==> src/rtl/sub16_serial_pkg.sv <==
// sub16_serial_pkg: shared FSM encoding and default widths for the serial subtractor.
// Rev 1.0 - initial release.
`default_nettype none

package sub16_serial_pkg;

   localparam int DEF_DATA_W  = 16;
   localparam int DEF_SLICE_W = 4;

   typedef enum logic [1:0] {
      ST_IDLE = 2'd0,
      ST_RUN  = 2'd1,
      ST_DONE = 2'd2
   } state_t;

endpackage

`default_nettype wire

==> src/rtl/sub16_serial_if.sv <==
// sub16_serial_if: operand/result bundle between requester (master) and subtractor (slave).
// Rev 1.0 - initial release. ovf exists only when SUB16_OVF_EN is defined.
`default_nettype none

interface sub16_serial_if
   import sub16_serial_pkg::*;
#(
   parameter int DATA_W = DEF_DATA_W
);
   logic              start;
   logic [DATA_W-1:0] a;
   logic [DATA_W-1:0] b;
   logic              b_in;
   logic              busy;
   logic              done;
   logic [DATA_W-1:0] diff;
   logic              b_out;
`ifdef SUB16_OVF_EN
   logic              ovf;
`endif

   modport master (
      output start, a, b, b_in,
`ifdef SUB16_OVF_EN
      input  ovf,
`endif
      input  busy, done, diff, b_out
   );

   modport slave (
      input  start, a, b, b_in,
`ifdef SUB16_OVF_EN
      output ovf,
`endif
      output busy, done, diff, b_out
   );

endinterface

`default_nettype wire

==> src/rtl/sub16_serial_sub4.sv <==
// sub4: combinational W-bit ripple subtractor, d = x - y - bin, bout = final borrow.
// Rev 1.0 - initial release.
`default_nettype none

module sub4 #(
   parameter int W = 4
) (
   input  logic [W-1:0] i_x,
   input  logic [W-1:0] i_y,
   input  logic         i_bin,
   output logic [W-1:0] o_d,
   output logic         o_bout
);

   always_comb begin
      logic v_c;
      v_c = i_bin;
      o_d = '0;
      for (int i = 0; i < W; i++) begin
         o_d[i] = i_x[i] ^ i_y[i] ^ v_c;
         // Borrow out of a bit: x < y, or x == y with an incoming borrow.
         v_c = (~i_x[i] & i_y[i]) | (~(i_x[i] ^ i_y[i]) & v_c);
      end
      o_bout = v_c;
   end

endmodule

`default_nettype wire

==> src/rtl/sub16_serial.sv <==
// sub16_serial: multi-cycle subtractor, one SLICE_W slice per cycle, LSB first.
// Rev 1.0 - initial release. Define SUB16_OVF_EN to add the signed-overflow output.
`default_nettype none

module sub16_serial
   import sub16_serial_pkg::*;
#(
   parameter int DATA_W  = DEF_DATA_W,
   parameter int SLICE_W = DEF_SLICE_W
) (
   input  logic          clk,
   input  logic          rst_n,
   sub16_serial_if.slave bus
);

   localparam int N     = DATA_W / SLICE_W;
   localparam int IDX_W = (N > 1) ? $clog2(N) : 1;
   localparam logic [IDX_W-1:0] c_LAST_IDX = IDX_W'(N - 1);

   state_t             r_state;
   logic [DATA_W-1:0]  r_a;
   logic [DATA_W-1:0]  r_b;
   logic [DATA_W-1:0]  r_acc;
   logic               r_borrow;
   logic [IDX_W-1:0]   r_idx;
   logic               r_busy;
   logic               r_done;
   logic [DATA_W-1:0]  r_diff;
   logic               r_bout;
`ifdef SUB16_OVF_EN
   logic               r_amsb;
   logic               r_bmsb;
   logic               r_ovf;
`endif

   logic [SLICE_W-1:0] w_d;
   logic               w_bout;
   logic [DATA_W-1:0]  w_acc_next;

   sub4 #(.W(SLICE_W)) u_sub4 (
      .i_x    (r_a[SLICE_W-1:0]),
      .i_y    (r_b[SLICE_W-1:0]),
      .i_bin  (r_borrow),
      .o_d    (w_d),
      .o_bout (w_bout)
   );

   // Each new slice enters at the top, so after N cycles the accumulator is LSB-aligned.
   generate
      if (N == 1) begin : g_acc_single
         assign w_acc_next = w_d;
      end else begin : g_acc_multi
         assign w_acc_next = {w_d, r_acc[DATA_W-1:SLICE_W]};
      end
   endgenerate

   always_ff @(posedge clk or negedge rst_n) begin
      if (!rst_n) begin
         r_state  <= ST_IDLE;
         r_a      <= '0;
         r_b      <= '0;
         r_acc    <= '0;
         r_borrow <= 1'b0;
         r_idx    <= '0;
         r_busy   <= 1'b0;
         r_done   <= 1'b0;
         r_diff   <= '0;
         r_bout   <= 1'b0;
`ifdef SUB16_OVF_EN
         r_amsb   <= 1'b0;
         r_bmsb   <= 1'b0;
         r_ovf    <= 1'b0;
`endif
      end else begin
         r_done <= 1'b0;
         case (r_state)
            ST_IDLE, ST_DONE: begin
               if (bus.start) begin
                  r_a      <= bus.a;
                  r_b      <= bus.b;
                  r_borrow <= bus.b_in;
                  r_acc    <= '0;
                  r_idx    <= '0;
                  r_busy   <= 1'b1;
                  r_state  <= ST_RUN;
`ifdef SUB16_OVF_EN
                  r_amsb   <= bus.a[DATA_W-1];
                  r_bmsb   <= bus.b[DATA_W-1];
`endif
               end else begin
                  r_state  <= ST_IDLE;
               end
            end
            ST_RUN: begin
               r_a      <= r_a >> SLICE_W;
               r_b      <= r_b >> SLICE_W;
               r_acc    <= w_acc_next;
               r_borrow <= w_bout;
               r_idx    <= r_idx + 1'b1;
               if (r_idx == c_LAST_IDX) begin
                  r_state <= ST_DONE;
                  r_busy  <= 1'b0;
                  r_done  <= 1'b1;
                  r_diff  <= w_acc_next;
                  r_bout  <= w_bout;
`ifdef SUB16_OVF_EN
                  r_ovf   <= (r_amsb != r_bmsb) && (w_acc_next[DATA_W-1] != r_amsb);
`endif
               end
            end
            default: begin
               r_state <= ST_IDLE;
               r_busy  <= 1'b0;
            end
         endcase
      end
   end

   assign bus.busy  = r_busy;
   assign bus.done  = r_done;
   assign bus.diff  = r_diff;
   assign bus.b_out = r_bout;
`ifdef SUB16_OVF_EN
   assign bus.ovf   = r_ovf;
`endif

endmodule

`default_nettype wire

==> src/flat_wrapper.sv <==
// flat-port wrapper written by rule: the top's interface ports become plain ports
module sub16_serial_flat import sub16_serial_pkg::*;
#(
   parameter int DATA_W  = DEF_DATA_W,
   parameter int SLICE_W = DEF_SLICE_W
)
  (clk, rst_n, bus_start, bus_a, bus_b, bus_b_in, bus_busy, bus_done, bus_diff, bus_b_out);
  sub16_serial_if #(.DATA_W(DATA_W)) bus_i ();
  input  logic clk;
  input  logic rst_n;
  input wire logic [$bits(bus_i.start)-1:0] bus_start;
  input wire logic [$bits(bus_i.a)-1:0] bus_a;
  input wire logic [$bits(bus_i.b)-1:0] bus_b;
  input wire logic [$bits(bus_i.b_in)-1:0] bus_b_in;
  output wire logic [$bits(bus_i.busy)-1:0] bus_busy;
  output wire logic [$bits(bus_i.done)-1:0] bus_done;
  output wire logic [$bits(bus_i.diff)-1:0] bus_diff;
  output wire logic [$bits(bus_i.b_out)-1:0] bus_b_out;
  assign bus_i.start = bus_start;
  assign bus_i.a = bus_a;
  assign bus_i.b = bus_b;
  assign bus_i.b_in = bus_b_in;
  assign bus_busy = bus_i.busy;
  assign bus_done = bus_i.done;
  assign bus_diff = bus_i.diff;
  assign bus_b_out = bus_i.b_out;
  sub16_serial #(.DATA_W(DATA_W), .SLICE_W(SLICE_W)) u_core (.clk(clk), .rst_n(rst_n), .bus(bus_i));
endmodule
==> config.mk <==
export PLATFORM = sky130hd
export DESIGN_NAME = sub16_serial_flat
export DESIGN_NICKNAME = d
export VERILOG_FILES = /design/src/rtl/sub16_serial_pkg.sv /design/src/rtl/sub16_serial_if.sv /design/src/rtl/sub16_serial_sub4.sv /design/src/rtl/sub16_serial.sv /design/src/flat_wrapper.sv
export SDC_FILE = /design/constraint.sdc
export NUM_CORES = 1
export LEC_CHECK = 0
export ABC_CLOCK_PERIOD_IN_PS = 2090
export CAP_MARGIN = 25
export CORE_MARGIN = 2
export CORE_UTILIZATION = 30
export CTS_BUF_LIST = sky130_fd_sc_hd__clkbuf_16
export DETAILED_ROUTE_END_ITERATION = 8
export DONT_BUFFER_PORTS = 1
export HOLD_SLACK_MARGIN = 0.06
export PLACE_DENSITY = 0.56
export SLEW_MARGIN = 10
export SYNTH_ARGS = -nofsm -noshare
export SYNTH_HDL_FRONTEND = slang
export SYNTH_SLANG_ARGS = --single-unit
==> constraint.sdc <==
create_clock -name clk -period 2.09 [get_ports clk]
set_clock_uncertainty 0.05 [all_clocks]
set_input_delay 0.3135 -clock clk [delete_from_list [all_inputs] [get_ports clk]]
set_output_delay 0.3135 -clock clk [all_outputs]
set_load 0.1 [all_outputs]
==> impl_metrics.tcl, run 1 <==
set metrics [dict create \
    crit_chain "inv_2, fa_2, inv_2, fa_2, inv_2, fa_2, inv_2, fa_1, mux2_4" \
    setup-tns-final_ns -0.391 \
    power_switching_mw 3.26 \
    path_max_fanout 2 \
    hold_depth 1 \
    pwr-share-seq_pct 44.2 \
    place_area_sq_um 3450 \
    io_buffers 0 \
    yosysWarningCount 0 \
    multi_input_area_sq_um 1430 \
    dp.final_hpwl_um 4520 \
    seq_area_frac_synth_pct 51.1 \
    std_cell_rows 38 \
    grt_pass1_wl_um 11400 \
    r2r_start "u_core.r_a[0]" \
    vias 2048 \
    syn_nets 314 \
    start_kind "flop" \
    p_per_area_nw_per_um2 1950 \
    drt_first_iter_violations 111 \
    postLayoutCellArea_sq_um 3810 \
    power_leakage_nw 1.68 \
    track_usage_pct 12.6 \
    setup_violations 3 \
    antenna_found_initial 0 \
    postSynthCellCount 273 \
    p_sw_share_pct 43.8 \
    cts-root-buf "clkbuf_16" \
    cts_htree_levels 3 \
    die_h_um 109 \
    tightest_slew_ns 0.934 \
    rsz0062_at_grt "yes" \
    pre_cts_slack_ns -0.227 \
    cpMostUsedCell "inv_2" \
    globalRouteOverflowTotal 0 \
    crit_required_ns 2.25 \
    fill_cells 1100 \
    dieArea_sq_um 11900 \
    slowest_delay_ns 0.40 \
    hold_path.class "input port to flop" \
    slew_headroom_pct 37.7 \
    end_kind "flop" \
    irDropWorstVdd_v 0.000872 \
    gp_congestion 0.740 \
    drtAntennaViolNets 0 \
    avgSynthCellArea_sq_um 12.2 \
    worst-setup-path-type "flop to flop" \
    hold_viol_final 0 \
    ys_seq_elements 68 \
    slew_viol_final 0 \
    viasPerCell 4.85 \
    nets 319 \
    cts_tree "done" \
    cts_sinks 68 \
    post-route-drc-count 0 \
    io-pin-count 55 \
    p_clk_share_pct 21.7 \
    cts.path.max_buffers 2 \
    drv_cap 0 \
    layout-drive-gt1-share_pct 20.6 \
    fin_crit_ns 2.30 \
    r2r_cells 9 \
    grt_max_degree 69 \
    dr.pass1.iters 4 \
    start_util_pct 30.7 \
    drt_wl_total_um 6790 \
    status "finished, violations left" \
    syn2layout_area_growth_pct 14.6 \
    period_share_pct 110 \
    regArea_sq_um 1700 \
    cts_buffers 9 \
    combPwrFrac_pct 34.1 \
    core_area_sq_um 10800 \
    clk_pin_slew_ns 0.05 \
    postLayoutSetupSlackWorst_ns -0.210 \
    routedWlPerCell_um 16.1 \
    holdCritStartpoint "bus_a[15]" \
    reg2reg_slack_ns -0.21 \
    synthesis.area_sq_um 3330 \
    violations "setup timing" \
    die_x_um 109 \
    p_int_mw 4.18 \
    ys_types 26 \
    arrival_ns 2.46 \
    clkLatencyLatePin_ns 0.33 \
    grt_pass1_vias 2161 \
    whs_endpoint "u_core.r_a[15]" \
    reg2reg_to "u_core.bus.diff[15]" \
    insertedDiodeCount 0 \
    fmax_ghz 0.435 \
    slowest_stage "fa_1" \
]
layout make-up:
type                    count  area share (%)
clock buffers               9            5.91
repair buffers             16            4.07
well taps                 140            4.59
multi-input cells         174            37.5
inverters                   9           0.886
flip-flops and latches     68            44.7
clock inverters             6            2.33
metrics by stage:
step                      power [mW]  utilization (%)  hold WS [ns]  std cells
after global routing            7.94             35.2        0.0861        422
after global placement          5.71             31.9       -0.0297        404
after CTS                       7.51             35.2        0.0706        422
after detailed placement        5.83             31.9       -0.0304        404
after floorplan                 5.28                -       -0.0321        273
final                           7.44             35.2        0.0784        422
Yosys cell counts, drive strengths merged:
cell / n / area, sq um
a22o: 16 / 140
nor2b: 19 / 119
mux2i: 28 / 280
xnor2: 1 / 8.76
fa: 4 / 80.1
o21ai: 10 / 50.1
and2: 1 / 6.26
mux2: 19 / 259
o2bb2ai: 2 / 17.5
nor2: 5 / 26.3
clkbuf: 5 / 18.8
nand3b: 1 / 20.0
and2b: 6 / 45.0
dfrtp: 68 / 1700
a211oi: 23 / 173
inv: 9 / 33.8
buf: 17 / 149
nand2: 10 / 37.5
a21o: 3 / 22.5
a21oi: 24 / 120
ha: 1 / 12.5
nand2b: 1 / 6.26
worst max-delay path, delay by kind of cell (launching register included):
family,cells,cell delay [ns]
adders and majority gates,4,1.29
buffers and inverters,4,0.22
DFF,1,0.35
muxes,1,0.28
logic make-up (layout without fill, tap and decap cells):
kind of cell | Yosys count | count (layout) | share of synthesized area (%)
xor gates and xnor gates | 1 | 1 | 0.263
DFF | 68 | 68 | 51.1
adders and majority gates | 5 | 5 | 2.78
and+or+nand+nor | 43 | 43 | 7.82
muxes | 47 | 47 | 16.2
AOI/OAI and AO/OA | 78 | 78 | 15.7
buffers and inverters | 31 | 40 | 6.05
power by group through the flow:
stage	Sequential, mW	Clock (mW)	Combinational [mW]
3_3_place_gp	3.30	0	2.41
2_1_floorplan	3.39	0	1.88
6_report	3.29	1.61	2.54
4_1_cts	3.30	1.65	2.57
5_1_grt	3.40	1.71	2.83
3_5_place_dp	3.32	0	2.51
layout by cell type, fill, tap and decap left out, drive strengths merged:
cell,Yosys,routed
mux2i,28,28
clkinv,0,2
and2,1,1
bufinv,0,2
a211oi,23,23
a22o,16,16
and2b,6,6
mux2,19,19
buf,17,15
dlygate4sd3,0,1
a21o,3,3
nand2,10,10
ha,1,1
dfrtp,68,68
xnor2,1,1
clkbuf,5,9
nor2,5,5
nor2b,19,19
o21ai,10,10
fa,4,4
clkinvlp,0,1
a21oi,24,24
o2bb2ai,2,2
nand3b,1,1
nand2b,1,1
inv,9,10
how the worst max path moves through the flow:
stage / start / to / slack (ns) / cells past startpoint
finish: u_core.r_a[0] / u_core.bus.diff[15] / -0.21 / 9
floorplan: u_core.r_a[0] / u_core.bus.diff[15] / -0.15 / 9
global placement: u_core.r_a[0] / u_core.bus.diff[15] / -0.18 / 9
CTS: u_core.r_b[0] / u_core.bus.diff[15] / -0.22 / 8
detailed placement: u_core.r_a[0] / u_core.bus.diff[15] / -0.23 / 9
global route: u_core.r_a[0] / u_core.bus.diff[15] / -0.28 / 9
layer usage:
layer,routed length [um],vias up,global-route usage (%)
met1,3020,1006,15.7
li1,-,982,-
met3,509,9,5.51
met4,81,0,3.80
met5,0,-,0
met2,3180,51,19.8
sequential cells by signal, indices dropped and copies added (netlist names):
register and count:
u_core.bus.done 1, u_core.bus.diff 16, u_core.r_acc 12, u_core.bus.b_out 1, u_core.r_state 2, u_core.bus.busy 1, u_core.r_borrow 1, u_core.r_a 16
u_core.r_idx 2, u_core.r_b 16
timing repair:
item,4_1_cts,5_1_grt
endpoints found under the hold margin,68,0
gates resized for setup,1,1
setup buffers,1,0
hold buffers,2,0
pin swaps,2,0
endpoints found under the setup margin,3,4
No activity file was read; power rests on OpenSTA's default activity.
==> run 2, diff against run 1 <==
CORE_MARGIN = 5   (was 2)
HOLD_SLACK_MARGIN = unset   (was 0.06)
==> run 2 against run 1 <==
Effect of this change: the run still ends with setup timing left; first-iteration DRC count increased by 11%; register-to-register slack better by 0.02 ns; highest routed layer unchanged; fmax grew 0.67%; routed wire length is 0.81% higher; combinational power fell by 3%; sequential power about the same; final cell count stayed put; sequential share of layout area is 0.40 points higher; hold slack got worse by 0.013 ns; critical endpoint unchanged; design area decreased by 0.82%; setup slack better by 0.015 ns.
==> impl_metrics.tcl, run 2 (synthesized netlist as in run 1, its figures left out) <==
set metrics [dict create \
    status "finished, violations left" \
    violations "setup timing" \
    cpMostUsedCell "inv_2" \
    drt_wl_total_um 6850 \
    die_h_um 115 \
    drv_cap 0 \
    io_buffers 0 \
    dieArea_sq_um 13300 \
    path_max_fanout 2 \
    rsz0062_at_grt "yes" \
    p_per_area_nw_per_um2 1930 \
    fill_cells 1084 \
    start_kind "flop" \
    postLayoutSetupSlackWorst_ns -0.195 \
    slowest_delay_ns 0.40 \
    vias 2008 \
    multi_input_area_sq_um 1430 \
    drt_first_iter_violations 123 \
    final_cell_mix "66 x dfrtp_1, 28 x mux2i_1, 24 x a21oi_1" \
    syn2layout_area_growth_pct 13.7 \
    postLayoutCellArea_sq_um 3780 \
    cts_sinks 68 \
    whs_endpoint "u_core.r_a[13]" \
    timing.hold.ws_ns 0.0659 \
    tightest_slew_ns 0.944 \
    hold_path.class "input port to flop" \
    routedWlPerCell_um 16.2 \
    setup_violations 3 \
    reg2reg_slack_ns -0.19 \
    use_met1_pct 13.8 \
    drtAntennaViolNets 0 \
    viasPerCell 4.76 \
    worst-setup-path-type "flop to flop" \
    slew_headroom_pct 37.1 \
    grt_util_met2_pct 16.7 \
    fmax_ghz 0.438 \
    dr.pass1.iters 4 \
    core_area_sq_um 10800 \
    io-pin-count 55 \
    irDropWorstVdd_v 0.00112 \
    post-route-drc-count 0 \
    layout-drive-gt1-share_pct 21.3 \
    std_cell_rows 38 \
    globalRouteOverflowTotal 0 \
    grt_pass1_vias 2064 \
    post_cts_buffers 0 \
    utilization_pct 34.9 \
    regArea_sq_um 1700 \
    power_leakage_nw 1.66 \
    arrival_ns 2.45 \
    gp_congestion 0.704 \
    die_x_um 115 \
    slew_viol_final 0 \
    pre_cts_slack_ns -0.197 \
    end_kind "flop" \
    cts-root-buf "clkbuf_16" \
    hold_depth 1 \
    cts_tree "done" \
    clkLatencyLatePin_ns 0.34 \
    holdCritStartpoint "bus_a[13]" \
    grt_max_degree 69 \
    cts_buffers 9 \
    layout_commonest_cell "dfrtp_1" \
    place_area_sq_um 3440 \
    crit_chain "inv_2, fa_2, inv_2, fa_2, inv_2, fa_2, inv_2, fa_1, mux2_4" \
    track_usage_pct 11.2 \
    r2r_cells 9 \
    hold_viol_final 0 \
    clk_pin_slew_ns 0.06 \
    antenna_found_initial 0 \
    gr-usage-met3_pct 5.84 \
    grt_pass1_wl_um 11200 \
    gr-max-usage-layer "met2" \
    insertedDiodeCount 0 \
    period_share_pct 109 \
    start_util_pct 30.7 \
    r2r_start "u_core.r_a[0]" \
    reg2reg_to "u_core.bus.diff[15]" \
    nets 318 \
    cts.path.max_buffers 2 \
    fin_crit_ns 2.28 \
    slowest_stage "fa_1" \
    cts_htree_levels 3 \
    dp.final_hpwl_um 4660 \
    crit_required_ns 2.26 \
]
## run 2: through the flow
step           TNS (ns)  power [mW]  std cells
6_report         -0.368        7.29        422
5_1_grt          -0.652        7.77        422
4_1_cts          -0.391        7.38        422
3_5_place_dp     -0.416        5.80        404
3_3_place_gp     -0.344        5.71        404
2_1_floorplan    -0.247        5.28        273
## run 2: final cells by class
| cell class | instances | share of cell area [%] |
|---|---|---|
| flip-flops and latches | 68 | 45.1 |
| repair buffers | 15 | 3.57 |
| multi-input cells | 174 | 37.9 |
| well taps | 140 | 4.63 |
| inverters | 9 | 0.893 |
| clock buffers | 9 | 5.96 |
| clock inverters | 7 | 2.02 |
## run 2: power breakdown
part	internal [mW]	switching (mW)
Sequential	1.91	1.40
Clock	0.928	0.587
Combinational	1.21	1.26
Total	4.04	3.25
## run 2: what timing repair did
item,in CTS,in global routing
hold endpoints to repair,68,0
pin swaps,2,0
gates resized for setup,1,1
endpoints found under the setup margin,3,4
hold buffers,2,0
## run 2: how the worst max path moves through the flow
stage                  startpoint                   to  slack, ns  depth (start not counted)
floorplan           u_core.r_a[0]  u_core.bus.diff[15]      -0.15                          9
global route        u_core.r_a[0]  u_core.bus.diff[15]      -0.27                          9
CTS                 u_core.r_a[0]  u_core.bus.diff[15]      -0.20                          9
detailed placement  u_core.r_a[0]  u_core.bus.diff[15]      -0.20                          9
global placement    u_core.r_a[0]  u_core.bus.diff[15]      -0.18                          9
finish              u_core.r_a[0]  u_core.bus.diff[15]      -0.19                          9
## run 2: worst max-delay path, delay by kind of cell (launching register included)
family | cells | cell delay, ns
multiplexers | 1 | 0.27
buffers and inverters | 4 | 0.21
adder cells (fa/ha/maj) | 4 | 1.28
flip-flops | 1 | 0.35
## run 2: metal layers
metal,wire length (um),vias up
li1,-,988
met1,3070,956
met2,3140,52
met3,543,12
met4,96,0
met5,0,-
==> run 3, diff against run 2 <==
ABC_CLOCK_PERIOD_IN_PS = 1900   (was 2090)
clock period = 1.9 ns   (was 2.09 ns; I/O delays follow)
==> run 3 against run 2 <==
Effect of this change: the flow finishes with violations (hold timing, setup timing); register-to-register slack worse by 0.18 ns; core utilization up 1.4 points; global-route usage down 0.11 points; design area up 4.1%; setup slack worse by 0.18 ns; total power up 17%; sequential share of layout area down 1.8 points; via count up 3.1%; die area unchanged; largest power group is now combinational logic; highest routed layer unchanged.
==> impl_metrics.tcl, run 3 (synthesized netlist as in run 1, its figures left out) <==
set metrics [dict create \
    nets 333 \
    setup-tns-final_ns -1.07 \
    grt_pass1_vias 2169 \
    cts_htree_levels 3 \
    grt_pass1_wl_um 11300 \
    path_max_fanout 2 \
    drtAntennaViolNets 0 \
    fmax_ghz 0.439 \
    final_cell_mix "66 x dfrtp_1, 29 x buf_4, 28 x mux2i_1" \
    rsz0062_at_grt "yes" \
    vias 2071 \
    fin_crit_ns 2.28 \
    syn2layout_area_growth_pct 18.3 \
    power_leakage_nw 1.77 \
    power_switching_mw 3.51 \
    drt_wl_total_um 6810 \
    core_area_sq_um 10800 \
    postLayoutSetupSlackWorst_ns -0.377 \
    p_clk_share_pct 23.2 \
    p_sw_share_pct 41.1 \
    pre_cts_slack_ns -0.387 \
    antenna_found_initial 0 \
    setup_violations 4 \
    gp_congestion 0.717 \
    layout_commonest_cell "dfrtp_1" \
    hold_path.class "input port to async pin" \
    viasPerCell 4.75 \
    status "finished, violations left" \
    dr.pass1.iters 4 \
    globalRouteOverflowTotal 0 \
    hold_viol_final 68 \
    timing.hold.ws_ns -0.398 \
    start_util_pct 30.7 \
    std_cell_rows 38 \
    pwr-share-seq_pct 31.2 \
    period_share_pct 120 \
    post-route-drc-count 0 \
    grt_max_degree 69 \
    slew_viol_final 0 \
    irDropWorstVdd_v 0.00129 \
    arrival_ns 2.44 \
    cts_buffers 9 \
    cts-root-buf "clkbuf_16" \
    cts_sinks 68 \
    dp.final_hpwl_um 4690 \
    slew_headroom_pct 71.3 \
    routedWlPerCell_um 15.6 \
    die_h_um 115 \
    cts.path.max_buffers 2 \
    crit_required_ns 2.06 \
    dieArea_sq_um 13300 \
    drt_first_iter_violations 86 \
    start_kind "flop" \
    clkLatencyLatePin_ns 0.33 \
    p_int_mw 5.04 \
    io-pin-count 55 \
    tightest_slew_ns 0.428 \
    worst-setup-path-type "flop to flop" \
    die_x_um 115 \
    track_usage_pct 11.1 \
    layout-drive-gt1-share_pct 25.0 \
    io_buffers 0 \
    insertedDiodeCount 0 \
    violations "hold timing, setup timing" \
    clk_pin_slew_ns 0.05 \
    combPwrFrac_pct 45.6 \
    post_cts_buffers 0 \
    drv_cap 0 \
    cts_tree "done" \
    end_kind "flop" \
    p_per_area_nw_per_um2 2170 \
]
## run 3: cell count changes in the layout (fill, tap and decap cells not counted), sizes merged
cell / delta
bufinv: +3
buf: +16
clkinvlp: -2
dlygate4sd3: -1
clkinv: -2
## run 3: final cells by class
| class | count | area [sq um] |
|---|---|---|
| clock buffer | 9 | 225 |
| clock inverter | 6 | 129 |
| fill | 1077 | 6900 |
| inverter | 9 | 33.8 |
| multi-input combinational | 174 | 1430 |
| sequential | 68 | 1700 |
| tap | 140 | 175 |
| timing repair buffer | 30 | 238 |
## run 3: per-stage QoR
stage	hold WS (ns)	std cells	area (sq um)	total power, mW	utilization, %
detailed placement	-0.0584	421	3580	6.62	33.0
floorplan	-0.0606	273	3330	5.80	-
global route	-0.419	436	3940	9.09	36.3
global placement	-0.0582	421	3580	6.53	33.0
CTS	-0.413	436	3940	8.65	36.3
finish	-0.398	436	3940	8.55	36.3
## run 3: metal layers
metal	part of all wire [%]	vias to the layer above	track usage (%)
met3	8.0	9	5.11
met4	1.4	0	3.99
li1	-	1015	-
met1	44	996	13.3
met2	46	51	17.5
met5	0	-	0
## run 3: worst paths after layout
kind	from	end	depth (start not counted)	slack, ns
min	rst_n	u_core.bus.diff[1]	0	-0.40
min reg2reg	u_core.r_b[3]	u_core.r_b[3]	1	0.42
min in group clk	bus_a[13]	u_core.r_a[13]	1	0.05
max in group asynchronous	rst_n	u_core.r_state[1]	0	2.04
max reg2reg	u_core.r_a[0]	u_core.bus.diff[15]	9	-0.38
max	u_core.r_a[0]	u_core.bus.diff[15]	9	-0.38
## run 3: worst max-delay path: stages (launching register included)
cell and delay [ns]:
dfrtp_1 0.35, inv_2 0.05, fa_2 0.37, inv_2 0.06
fa_2 0.19, inv_2 0.04, fa_2 0.32, inv_2 0.06
fa_1 0.39, mux2_4 0.28
## run 3: repair_timing
action                     in CTS  in global routing
resized for setup               1                  0
pin swaps                       1                  0
hold endpoints to repair       68                 68
setup endpoints to repair       4                  4
## run 3: power by group through the flow
stage	Clock (mW)	Sequential [mW]	Combinational, mW
floorplan	0	3.73	2.07
global placement	0	2.66	3.87
detailed placement	0	2.70	3.92
CTS	2.03	2.68	3.94
global route	2.11	2.78	4.20
finish	1.98	2.67	3.90
